--- src/rtl/edsac_timing_pkg.sv ---
// Shared timing types and digit constants for the EDSAC run sequencer.
package edsac_timing_pkg;

  localparam int WORD_DIGITS_DEF = 36;
  localparam int D18             = 18;

  typedef enum logic [2:0] {
    STOPPED  = 3'd0,
    STARTING = 3'd1,
    RUN      = 3'd2,
    STEP     = 3'd3,
    WAIT_ACK = 3'd4
  } run_state_t;

  function automatic logic order_active(input run_state_t s);
    return (s == RUN) || (s == STEP);
  endfunction

endpackage

--- src/rtl/edsac_digit_timer.sv ---
// Free-running digit counter with word counter and d18/d35 decode.
module edsac_digit_timer
  import edsac_timing_pkg::*;
#(
  parameter int WORD_DIGITS = WORD_DIGITS_DEF,
  parameter int ORDER_WORDS = 4,
  parameter int DIG_W       = $clog2(WORD_DIGITS),
  parameter int WRD_W       = (ORDER_WORDS > 1) ? $clog2(ORDER_WORDS) : 1
) (
  input  logic             clk,
  input  logic             rst_n,
  input  logic             wrd_clr_i,
  output logic [DIG_W-1:0] dig_o,
  output logic [WRD_W-1:0] wrd_o,
  output logic             d18_o,
  output logic             d35_o
);

  localparam logic [DIG_W-1:0] DIG_LAST = DIG_W'(WORD_DIGITS - 1);
  localparam logic [DIG_W-1:0] DIG_18   = DIG_W'(D18);
  localparam logic [WRD_W-1:0] WRD_LAST = WRD_W'(ORDER_WORDS - 1);

  logic [DIG_W-1:0] dig_q, dig_d;
  logic [WRD_W-1:0] wrd_q, wrd_d;

  always_comb begin
    dig_d = (dig_q == DIG_LAST) ? '0 : dig_q + 1'b1;
    wrd_d = wrd_q;
    // Entry clear wins over the d35 increment so a new order always starts at word 0.
    if (wrd_clr_i) begin
      wrd_d = '0;
    end else if (dig_q == DIG_LAST) begin
      wrd_d = (wrd_q == WRD_LAST) ? '0 : wrd_q + 1'b1;
    end
  end

  always_ff @(posedge clk or negedge rst_n) begin
    if (!rst_n) begin
      dig_q <= '0;
      wrd_q <= '0;
    end else begin
      dig_q <= dig_d;
      wrd_q <= wrd_d;
    end
  end

  assign dig_o = dig_q;
  assign wrd_o = wrd_q;
  assign d18_o = (dig_q == DIG_18);
  assign d35_o = (dig_q == DIG_LAST);

endmodule

--- src/rtl/edsac_run_sequencer.sv ---
// Machine-side run sequencer: digit timing, order end pulse and stop sources.
// Optional order counter output enabled by EDSAC_RUN_SEQUENCER_ORDER_COUNT_EN.
//
// state    | meaning
// STOPPED  | idle, waiting for start or a single-step request
// STARTING | starter_neg held low for STARTER_WORDS full words
// RUN      | continuous order cycles, ep every ORDER_WORDS words
// STEP     | one order cycle for single-step
// WAIT_ACK | waiting for ep11 before reporting sep2
module edsac_run_sequencer
  import edsac_timing_pkg::*;
#(
  parameter int WORD_DIGITS   = WORD_DIGITS_DEF,
  parameter int ORDER_WORDS   = 4,
  parameter int STARTER_WORDS = 8,
  parameter int CHECK_DIGIT   = 22
) (
  input  logic        clk,
  input  logic        rst_n,
  input  logic        start,
  input  logic        stop_neg,
  input  logic        epsep,
  input  logic        ep11,
  input  logic        stop_order,
  input  logic        check_fail,
  output logic        d18,
  output logic        d35,
  output logic        ep,
  output logic        starter_neg,
  output logic        s2,
  output logic        c22,
  output logic        sep2,
  output logic        running
`ifdef EDSAC_RUN_SEQUENCER_ORDER_COUNT_EN
  ,
  output logic [15:0] order_count
`endif
);

  localparam int DIG_W = $clog2(WORD_DIGITS);
  localparam int WRD_W = (ORDER_WORDS > 1) ? $clog2(ORDER_WORDS) : 1;
  localparam int STR_W = $clog2(STARTER_WORDS + 2);
  localparam int TMO_W = $clog2(2 * WORD_DIGITS);

  localparam logic [DIG_W-1:0] DIG_LAST = DIG_W'(WORD_DIGITS - 1);
  localparam logic [DIG_W-1:0] CHK_DIG  = DIG_W'(CHECK_DIGIT);
  localparam logic [WRD_W-1:0] WRD_LAST = WRD_W'(ORDER_WORDS - 1);
  localparam logic [TMO_W-1:0] TMO_LAST = TMO_W'(2 * WORD_DIGITS - 1);

  logic [DIG_W-1:0] dig;
  logic [WRD_W-1:0] wrd;
  logic             d18_w, d35_w, wrd_clr;

  run_state_t       state_q, state_d;
  logic [STR_W-1:0] str_q, str_d;
  logic [TMO_W-1:0] tmo_q, tmo_d;
  logic             chk_q, chk_d;
  logic             sep2_q, sep2_d;
  logic             c22_w, ep_w, s2_w;

  edsac_digit_timer #(
    .WORD_DIGITS (WORD_DIGITS),
    .ORDER_WORDS (ORDER_WORDS),
    .DIG_W       (DIG_W),
    .WRD_W       (WRD_W)
  ) u_timer (
    .clk       (clk),
    .rst_n     (rst_n),
    .wrd_clr_i (wrd_clr),
    .dig_o     (dig),
    .wrd_o     (wrd),
    .d18_o     (d18_w),
    .d35_o     (d35_w)
  );

  assign c22_w   = chk_q && (state_q != STOPPED) && (dig == CHK_DIG);
  assign ep_w    = order_active(state_q) && d35_w && (wrd == WRD_LAST) && !c22_w;
  assign s2_w    = ep_w && (state_q == RUN) && stop_order;
  assign wrd_clr = (state_d != state_q) && ((state_d == RUN) || (state_d == STEP));

  always_comb begin
    state_d = state_q;
    str_d   = str_q;
    tmo_d   = tmo_q;
    sep2_d  = 1'b0;
    chk_d   = (state_q == STOPPED || c22_w) ? 1'b0 : (chk_q | check_fail);
    if (c22_w) begin
      state_d = STOPPED;
    end else if (start && (state_q != STARTING)) begin
      state_d = STARTING;
      // A partial first word adds one extra d35 before the full words begin.
      str_d   = (dig == DIG_LAST) ? STR_W'(STARTER_WORDS) : STR_W'(STARTER_WORDS + 1);
    end else begin
      unique case (state_q)
        STOPPED: begin
          if (epsep && !stop_neg) state_d = STEP;
        end
        STARTING: begin
          if (d35_w) begin
            if (str_q == STR_W'(1)) state_d = RUN;
            else                    str_d   = str_q - 1'b1;
          end
        end
        RUN: begin
          if (ep_w && (stop_order || !stop_neg)) state_d = STOPPED;
        end
        STEP: begin
          if (ep_w) begin
            state_d = WAIT_ACK;
            tmo_d   = TMO_LAST;
          end
        end
        WAIT_ACK: begin
          if (ep11) begin
            sep2_d  = 1'b1;
            state_d = STOPPED;
          end else if (tmo_q == '0) begin
            state_d = STOPPED;
          end else begin
            tmo_d = tmo_q - 1'b1;
          end
        end
        default: state_d = STOPPED;
      endcase
    end
  end

  always_ff @(posedge clk or negedge rst_n) begin
    if (!rst_n) begin
      state_q <= STOPPED;
      str_q   <= '0;
      tmo_q   <= '0;
      chk_q   <= 1'b0;
      sep2_q  <= 1'b0;
    end else begin
      state_q <= state_d;
      str_q   <= str_d;
      tmo_q   <= tmo_d;
      chk_q   <= chk_d;
      sep2_q  <= sep2_d;
    end
  end

  assign d18         = d18_w;
  assign d35         = d35_w;
  assign ep          = ep_w;
  assign s2          = s2_w;
  assign c22         = c22_w;
  assign sep2        = sep2_q;
  assign starter_neg = (state_q != STARTING);
  assign running     = (state_q == RUN);

`ifdef EDSAC_RUN_SEQUENCER_ORDER_COUNT_EN
  logic [15:0] ocnt_q;

  always_ff @(posedge clk or negedge rst_n) begin
    if (!rst_n) begin
      ocnt_q <= '0;
    end else if ((state_d == STARTING) && (state_q != STARTING)) begin
      ocnt_q <= '0;
    end else if (ep_w) begin
      ocnt_q <= ocnt_q + 16'd1;
    end
  end

  assign order_count = ocnt_q;
`endif

endmodule

--- config.mk ---
export PLATFORM = sky130hd
export DESIGN_NAME = edsac_run_sequencer
export DESIGN_NICKNAME = d
export VERILOG_FILES = /design/src/rtl/edsac_timing_pkg.sv /design/src/rtl/edsac_digit_timer.sv /design/src/rtl/edsac_run_sequencer.sv
export SDC_FILE = /design/constraint.sdc
export NUM_CORES = 1
export LEC_CHECK = 0
export BUFFER_PORTS_ARGS = -buffer_cell sky130_fd_sc_hd__buf_2
export CAP_MARGIN = 10
export CORE_UTILIZATION = 30
export DETAILED_ROUTE_END_ITERATION = 10
export GPL_TIMING_DRIVEN = 0
export SYNTH_ARGS = -nofsm -noshare
export SYNTH_HDL_FRONTEND = slang
export SYNTH_SLANG_ARGS = --single-unit
--- constraint.sdc ---
create_clock -name clk -period 2.6 [get_ports clk]
set_input_delay 0.78 -clock clk [delete_from_list [all_inputs] [get_ports clk]]
set_output_delay 0.78 -clock clk [all_outputs]
set_load 0.005 [all_outputs]
==> flow_metrics.py, run 1 <==
metrics = {
    "status": {
        "status": "complete, no violations",
    },
    "floorplanning": {
        "num_io_pins": 16,
        "dieArea_sq_um": 5120,
        "start_util": 0.322,
        "die_w_um": 71.6,
        "die_height_um": 71.6,
        "rows": 24,
        "core_area_sq_um": 4500,
    },
    "synthesis": {
        "synthArstFlopShare": 1.00,
        "syn_nets": 173,
        "synth_area_per_cell_sq_um": 9.14,
        "yosysSeqAreaShare": 0.413,
        "ys_types": 40,
        "synth_edf_count": 0,
        "ys_dominant_reg_cell": "dfrtp_1",
        "synth_cells": 159,
        "ys_seq_elements": 24,
        "synth_area_sq_um": 1450,
        "yosysWarnings": 0,
    },
    "worst_setup_path": {
        "arrival_ps": 1690,
        "critPathRequiredTime_ps": 1820,
        "critPathTopFamily": "simple AND/OR/NAND/NOR gates",
        "cp_slowest_cell": "dfrtp_1",
        "crit_fanout": 5,
        "cpPeakStageDelay_ps": 410,
        "worst-path-buf-inv": 1,
        "cp_cell_sequence": "ha_2 > and4b_1 > nand2_1 > nor2_1 > and3_1 > buf_2",
        "startpoint_type": "flop",
        "endpoint_kind": "primary output",
        "critPathKind": "flop to primary output",
    },
    "place": {
        "portBuffers": 15,
        "placed_area_sq_um": 1590,
        "place_congestion": 0.793,
        "dp_hpwl_um": 2240,
    },
    "clock_network": {
        "root_buffer": "clkbuf_8",
        "clk_pin_slew_ps": 90,
        "cts_tree": "done",
        "htreeDepth": 1,
        "clk_latency_ps": 270,
        "numCtsBuffers": 3,
        "cts_buffer_depth": 2,
        "cts.sinks": 24,
    },
    "pwr": {
        "p_leak_nw": 0.770,
        "power.density_nw_per_um2": 540,
        "peakVddDrop_uv": 239,
        "internal-power_mw": 0.607,
        "seqPwrFrac": 0.482,
        "power_frac_comb": 0.271,
        "netSwitchingFraction": 0.328,
        "clkPwrFrac": 0.248,
        "p_switching_mw": 0.296,
    },
    "global_routing": {
        "globalRouteOverflowTotal": 0,
        "track_usage": 0.132,
        "antenna_found_initial": 0,
        "grt_pass1_vias": 1167,
        "grt_start_max_net_pins": 25,
        "grt_pass1_wl_um": 5380,
    },
    "cells_and_area": {
        "final_common_cell": "dfrtp_1",
        "fillers": 469,
        "area_growth_syn_to_layout_pct": 15.2,
        "final_cell_mix": "dfrtp_1 (24), buf_2 (18), nor2_1 (18), inv_1 (13)",
        "finish.utilization": 0.371,
        "nets": 194,
        "antenna_cells": 0,
        "stdcell_area_sq_um": 1670,
        "drive_above_1_share": 0.197,
    },
    "worst_hold_path": {
        "hold_path_class": "input pin to asynchronous set/reset pin",
    },
    "drt": {
        "ant_nets": 0,
        "viasPerCell": 5.24,
        "dr.pass1.iters": 4,
        "drt_wl_total_um": 3090,
        "vias": 1206,
        "drc": 0,
        "wl_per_cell_um": 13.4,
        "drtIter0Drc": 40,
    },
    "sta": {
        "period_share": 0.950,
        "slew_headroom": 0.576,
        "grt_setup_unrepaired": "false",
        "worst_clock_skew_ps": 6.43,
        "final.min_clock_period_ps": 2470,
        "maxSlewViolCount": 0,
        "setup-violations-final": 0,
        "max_freq_mhz": 405,
        "hold_violations": 0,
        "worst_pin_slew_ps": 635,
        "setup_tns_ps": 0,
    },
    "flow_run": {
        "cap_violations": 0,
    },
}
## final timing paths
path                       slack, ps  cells past startpoint        startpoint    endpoint
hold reg to reg                  530                      1          tmo_q[0]    tmo_q[0]
setup / recovery                 130                      6  u_timer.dig_o[0]          s2
min in group clk                 530                      1          tmo_q[0]    tmo_q[0]
max in group asynchronous       1750                      1             rst_n  state_q[2]
hold / removal                   490                      1             rst_n    tmo_q[3]
setup reg to reg                 420                      8  u_timer.dig_o[0]    tmo_q[1]
## cell families (layout without fill, tap and decap cells)
group / Yosys count / after routing / share of synthesized area
adder cells (fa/ha/maj): 6 / 6 / 0.0517
buffers and inverters: 19 / 38 / 0.0568
multiplexers: 3 / 3 / 0.0207
flip-flops: 24 / 24 / 0.413
XOR/XNOR: 5 / 5 / 0.0301
AND/OR/NAND/NOR: 70 / 70 / 0.270
AO/OA/AOI/OAI: 32 / 32 / 0.157
## flip-flops by register name, indices dropped and copies added (netlist names)
signal,count
tmo_q,7
u_timer.dig_o,6
str_q,4
state_q,3
u_timer.wrd_o,2
chk_q,1
sep2,1
## through the flow
| stage | total power, mW | std cells | hold WS [ps] | setup slack (ps) |
|---|---|---|---|---|
| global route | 0.957 | 230 | 539 | 14.3 |
| global placement | 0.684 | 226 | 508 | 88.7 |
| CTS | 0.907 | 229 | 508 | 33.6 |
| finish | 0.903 | 230 | 489 | 131 |
| detailed placement | 0.685 | 226 | 513 | 102 |
| floorplan | 0.615 | 159 | 470 | 513 |
## area by class of cell
| class | count | area (sq um) | area share |
|---|---|---|---|
| Tap cell | 52 | 65.1 | 0.0389 |
| Sequential cell | 24 | 601 | 0.359 |
| Multi-Input combinational cell | 116 | 801 | 0.479 |
| Clock buffer | 3 | 41.3 | 0.0247 |
| Inverter | 14 | 52.6 | 0.0314 |
| Buffer | 5 | 30.0 | 0.0180 |
| Timing Repair Buffer | 16 | 82.6 | 0.0494 |
## timing repair
item | 4_1_cts | 5_1_grt
buffers inserted | 0 | 1
hold buffers | 0 | 0
gates resized for setup | 3 | 3
endpoints found under the setup margin | 2 | 3
gates cloned | 0 | 0
## synth_stat cells (2+ instances only)
library cell  number  share of area
nor4_1             2         0.0086
and3_1             2         0.0086
and4b_1            3          0.021
a2111oi_2          2          0.021
buf_2              3          0.010
xnor2_1            5          0.030
ha_1               6          0.052
a22o_1             2          0.012
nand3b_1           2          0.010
nor4b_1            2          0.012
and3b_1            2          0.012
nand3_1            5          0.017
buf_4              2          0.010
inv_1             13          0.034
mux2i_1            3          0.021
or3_1              2         0.0086
nor3_1             9          0.031
nand4_1            3          0.013
nor2_1            18          0.047
nor3b_1            2          0.010
o22ai_1            2         0.0086
and2b_1            2          0.010
a21oi_1            9          0.031
nand2_1            9          0.023
o21ai_0            9          0.031
dfrtp_1           24           0.41
a31oi_1            2         0.0086
nand2b_1           2         0.0086
## worst reg2reg max path: stages (launching register included)
cell	delay [ps]
dfrtp_1	430
inv_1	70
ha_1	160
and3b_1	250
a211oi_1	130
o32ai_2	610
inv_2	130
and3_1	210
a21oi_1	110
## power groups by stage
stage	Combinational, mW	Sequential (mW)	Clock [mW]
3_3_place_gp	0.242	0.442	0
3_5_place_dp	0.242	0.443	0
2_1_floorplan	0.179	0.436	0
5_1_grt	0.279	0.441	0.238
6_report	0.244	0.435	0.224
4_1_cts	0.245	0.435	0.227
## per-layer routing
layer	global-route usage	vias up	share of wire	routed length, um
li1	-	609	-	-
met1	0.181	578	0.53	1620
met2	0.222	15	0.45	1380
met3	0.0183	4	0.021	65
met4	0.0327	0	0.0081	25
met5	0	-	0	0
No activity file was read; power rests on OpenSTA's default activity.
==> inputs of run 2 (changes only) <==
- RECOVER_POWER: not set -> 100
==> flow_metrics.py, run 2 (synthesis results as in run 1) <==
metrics = {
    "global_routing": {
        "track_usage": 0.132,
        "grt_pass1_vias": 1167,
        "grt_pass1_wl_um": 5380,
        "grt_start_max_net_pins": 25,
        "antenna_found_initial": 0,
        "globalRouteOverflowTotal": 0,
    },
    "status": {
        "status": "complete, no violations",
    },
    "pwr": {
        "seqPwrFrac": 0.485,
        "peakVddDrop_uv": 239,
        "power_frac_comb": 0.269,
        "power.density_nw_per_um2": 537,
        "p_leak_nw": 0.761,
        "internal-power_mw": 0.604,
        "clkPwrFrac": 0.245,
        "netSwitchingFraction": 0.326,
        "p_switching_mw": 0.292,
    },
    "worst_setup_path": {
        "cpPeakStageDelay_ps": 410,
        "critPathKind": "flop to primary output",
        "rrSetupSlack_ps": 390,
        "arrival_ps": 1680,
        "crit_fanout": 5,
        "cp_slowest_cell": "dfrtp_1",
        "endpoint_kind": "primary output",
        "critPathRequiredTime_ps": 1820,
        "worst-path-buf-inv": 1,
        "critPathTopFamily": "simple AND/OR/NAND/NOR gates",
        "cp_cell_sequence": "ha_2 > and4b_1 > nand2_1 > nor2_1 > and3_1 > buf_2",
        "startpoint_type": "flop",
    },
    "drt": {
        "wl_per_cell_um": 13.3,
        "ant_nets": 0,
        "viasPerCell": 5.22,
        "drc": 0,
        "drtIter0Drc": 44,
        "vias": 1201,
        "drt_wl_total_um": 3070,
        "dr.pass1.iters": 4,
    },
    "sta": {
        "worst_pin_slew_ps": 1280,
        "maxSlewViolCount": 0,
        "period_share": 0.946,
        "final.min_clock_period_ps": 2460,
        "setup-violations-final": 0,
        "hold_violations": 0,
        "worst_clock_skew_ps": 3.80,
        "setup_tns_ps": 0,
        "max_freq_mhz": 407,
        "grt_setup_unrepaired": "false",
        "slew_headroom": 0.148,
    },
    "cells_and_area": {
        "final_common_cell": "dfrtp_1",
        "nets": 194,
        "fillers": 468,
        "final_cell_mix": "dfrtp_1 (24), nor2_1 (18), inv_1 (14), buf_2 (14)",
        "drive_above_1_share": 0.174,
        "final_cell_count_no_fill": 230,
        "largest_reg_flops": 7,
        "area_growth_syn_to_layout_pct": 14.9,
        "antenna_cells": 0,
        "top_register": "tmo_q",
    },
    "floorplanning": {
        "dieArea_sq_um": 5120,
        "start_util": 0.322,
        "core_area_sq_um": 4500,
        "die_w_um": 71.6,
        "die_height_um": 71.6,
        "num_io_pins": 16,
        "rows": 24,
    },
    "clock_network": {
        "htreeDepth": 1,
        "clk_latency_ps": 260,
        "cts_tree": "done",
        "cts_buffer_depth": 2,
        "cts.sinks": 24,
        "clk_pin_slew_ps": 80,
        "numCtsBuffers": 3,
        "root_buffer": "clkbuf_8",
    },
    "worst_hold_path": {
        "hold_path_class": "flop to flop",
    },
    "place": {
        "place_congestion": 0.793,
        "dp.cells": 226,
        "portBuffers": 15,
        "dp_hpwl_um": 2240,
    },
    "flow_run": {
        "cap_violations": 0,
    },
}
[run 2: through the flow]
stage / hold WS [ps] / instance area, sq um / total power, mW / setup slack [ps] / util
after floorplan: 470 / 1450 / 0.615 / 513 / -
after global placement: 508 / 1590 / 0.684 / 88.7 / 0.354
after detailed placement: 513 / 1590 / 0.685 / 102 / 0.354
after CTS: 508 / 1650 / 0.907 / 33.6 / 0.367
after global routing: 571 / 1670 / 0.955 / 14.2 / 0.371
final: 531 / 1670 / 0.896 / 141 / 0.371
[run 2: power groups by stage]
stage | combinational (mW) | clock, mW | sequential, mW
2_1_floorplan | 0.179 | 0 | 0.436
3_3_place_gp | 0.242 | 0 | 0.442
3_5_place_dp | 0.242 | 0 | 0.443
4_1_cts | 0.245 | 0.227 | 0.435
5_1_grt | 0.276 | 0.238 | 0.441
6_report | 0.241 | 0.220 | 0.435
[run 2: layout make-up]
| type | count | area (sq um) | share of cell area |
|---|---|---|---|
| multi-input cells | 116 | 801 | 0.480 |
| plain buffers | 5 | 30.0 | 0.0180 |
| clock buffers | 3 | 41.3 | 0.0247 |
| inverters | 14 | 52.6 | 0.0315 |
| well taps | 52 | 65.1 | 0.0390 |
| flip-flops and latches | 24 | 601 | 0.360 |
| repair buffers | 16 | 78.8 | 0.0472 |
[run 2: repair_timing]
action / 4_1_cts / 5_1_grt
gates resized for setup: 3 / 3
hold buffers: 0 / 0
setup buffers: 0 / 1
endpoints found under the setup margin: 2 / 3
[run 2: final timing paths]
| kind | from | endpoint | cells after the start |
|---|---|---|---|
| max | u_timer.dig_o[1] | s2 | 6 |
| min | tmo_q[0] | tmo_q[0] | 1 |
| max reg2reg | u_timer.dig_o[0] | tmo_q[1] | 8 |
| min reg2reg | tmo_q[0] | tmo_q[0] | 1 |
| max in group asynchronous | rst_n | str_q[1] | 1 |
| min in group asynchronous | rst_n | tmo_q[3] | 1 |
[run 2: metal layers]
metal  part of all wire  global-route usage  vias to the layer above
met5                  0                   0                        -
met4             0.0081              0.0327                        0
met3              0.020              0.0183                        4
met2               0.45               0.222                       13
met1               0.53               0.181                      573
li1                   -                   -                      611
==> inputs of run 3 (changes only) <==
- GPL_TIMING_DRIVEN: 0 -> not set
==> flow_metrics.py, run 3 (synthesis results as in run 1) <==
metrics = {
    "status": {
        "status": "complete, no violations",
    },
    "sta": {
        "setup-violations-final": 0,
        "grt_setup_unrepaired": "false",
        "final.min_clock_period_ps": 2460,
        "slew_headroom": 0.115,
        "maxSlewViolCount": 0,
        "setup_ws_ps": 141,
        "period_share": 0.946,
        "worst_clock_skew_ps": 4.84,
        "hold_violations": 0,
        "worst_pin_slew_ps": 1330,
        "max_freq_mhz": 407,
        "setup_tns_ps": 0,
    },
    "drt": {
        "viasPerCell": 5.15,
        "wl_per_cell_um": 13.3,
        "vias": 1163,
        "ant_nets": 0,
        "drt_wl_total_um": 3010,
        "dr.pass1.iters": 4,
        "drtIter0Drc": 44,
        "drc": 0,
    },
    "place": {
        "dp_hpwl_um": 2220,
        "place_congestion": 0.763,
        "pre_cts_ws_ps": 287,
        "portBuffers": 15,
        "placed_area_sq_um": 1580,
    },
    "global_routing": {
        "grt_pass1_vias": 1117,
        "grt_start_max_net_pins": 25,
        "antenna_found_initial": 0,
        "globalRouteOverflowTotal": 0,
        "grt_pass1_wl_um": 5250,
        "track_usage": 0.130,
    },
    "clock_network": {
        "cts.sinks": 24,
        "post_cts.repair.setup_buffers": 0,
        "root_buffer": "clkbuf_8",
        "clk_pin_slew_ps": 80,
        "numCtsBuffers": 3,
        "cts_buffer_depth": 2,
        "ctsHoldBuffers": 0,
        "clk_latency_ps": 260,
        "htreeDepth": 1,
        "cts_tree": "done",
    },
    "floorplanning": {
        "num_io_pins": 16,
        "rows": 24,
        "core_area_sq_um": 4500,
        "start_util": 0.322,
        "die_w_um": 71.6,
        "die_height_um": 71.6,
        "dieArea_sq_um": 5120,
    },
    "worst_setup_path": {
        "critPathKind": "flop to primary output",
        "critPathTopFamily": "flip-flops",
        "endpoint_kind": "primary output",
        "cpPeakStageDelay_ps": 570,
        "critPathRequiredTime_ps": 1820,
        "cp_slowest_cell": "dfrtp_1",
        "startpoint_type": "flop",
        "cp_cell_sequence": "nor3b_1 > inv_1 > clkbuf_1",
        "worst-path-buf-inv": 2,
        "crit_fanout": 12,
        "arrival_ps": 1680,
    },
    "cells_and_area": {
        "area_growth_syn_to_layout_pct": 12.7,
        "final_common_cell": "dfrtp_1",
        "drive_above_1_share": 0.138,
        "largest_reg_flops": 7,
        "final_cell_mix": "dfrtp_1 (24), nor2_1 (18), inv_1 (13)",
        "stdcell_area_sq_um": 1640,
        "antenna_cells": 0,
        "nets": 190,
        "top_register": "tmo_q",
    },
    "pwr": {
        "peakVddDrop_uv": 203,
        "power.density_nw_per_um2": 541,
        "p_leak_nw": 0.725,
    },
    "flow_run": {
        "cap_violations": 0,
    },
    "worst_hold_path": {
        "hold_path_class": "flop to flop",
    },
}
run 3: cell count changes in the layout (fill, tap and decap cells not counted), sizes merged:
| cell | before | now |
|---|---|---|
| buf | 17 | 11 |
| clkbuf | 7 | 9 |
| clkinv | 0 | 1 |
| inv | 14 | 13 |
run 3: where the power goes:
part	internal (mW)	switching, mW
combinational	0.0828	0.122
clock	0.103	0.114
sequential	0.408	0.0546
run 3: final timing paths:
| kind | from | depth (start not counted) | endpoint | slack, ps |
|---|---|---|---|---|
| max | state_q[0] | 3 | starter_neg | 140 |
| min | tmo_q[0] | 1 | tmo_q[0] | 520 |
| min reg2reg | tmo_q[0] | 1 | tmo_q[0] | 520 |
| min in group asynchronous | rst_n | 1 | tmo_q[3] | 790 |
| max reg2reg | u_timer.dig_o[0] | 8 | tmo_q[1] | 250 |
| max in group asynchronous | rst_n | 1 | tmo_q[0] | 1030 |
run 3: worst register-to-register path: cells and delay by family (launching register included):
kind	cells	cell delay [ps]
fa+ha+maj	1	160
simple gates	2	500
compound gates	3	810
flops	1	450
buf+inv	2	350
run 3: cell type report:
cell class | instances | area (sq um)
multi-input cells | 116 | 793
fillers | 473 | 2870
clock buffers | 3 | 41.3
repair buffers | 17 | 83.8
flip-flops and latches | 24 | 601
well taps | 52 | 65.1
inverters | 14 | 52.6
run 3: stage by stage:
step                total power [mW]  hold slack [ps]  cells   util
floorplan                      0.615              470    159      -
finish                         0.885              522    226  0.363
detailed placement             0.675              511    223  0.350
CTS                            0.896              521    226  0.361
global placement               0.676              507    223  0.350
global route                   0.945              570    226  0.363
run 3: per-layer routing:
layer  wire (um)  share of wire  global-route usage  vias up
li1            -              -                   -      602
met1        1580           0.52               0.191      540
met2        1330           0.44               0.200       19
met3          82          0.027              0.0169        2
met4          17         0.0056              0.0392        0
met5           0              0                   0        -
run 3: what timing repair did:
item                                   4_1_cts  5_1_grt
setup endpoints to repair                    1        1
gates resized for setup                      1        3
endpoints found under the hold margin        0        0
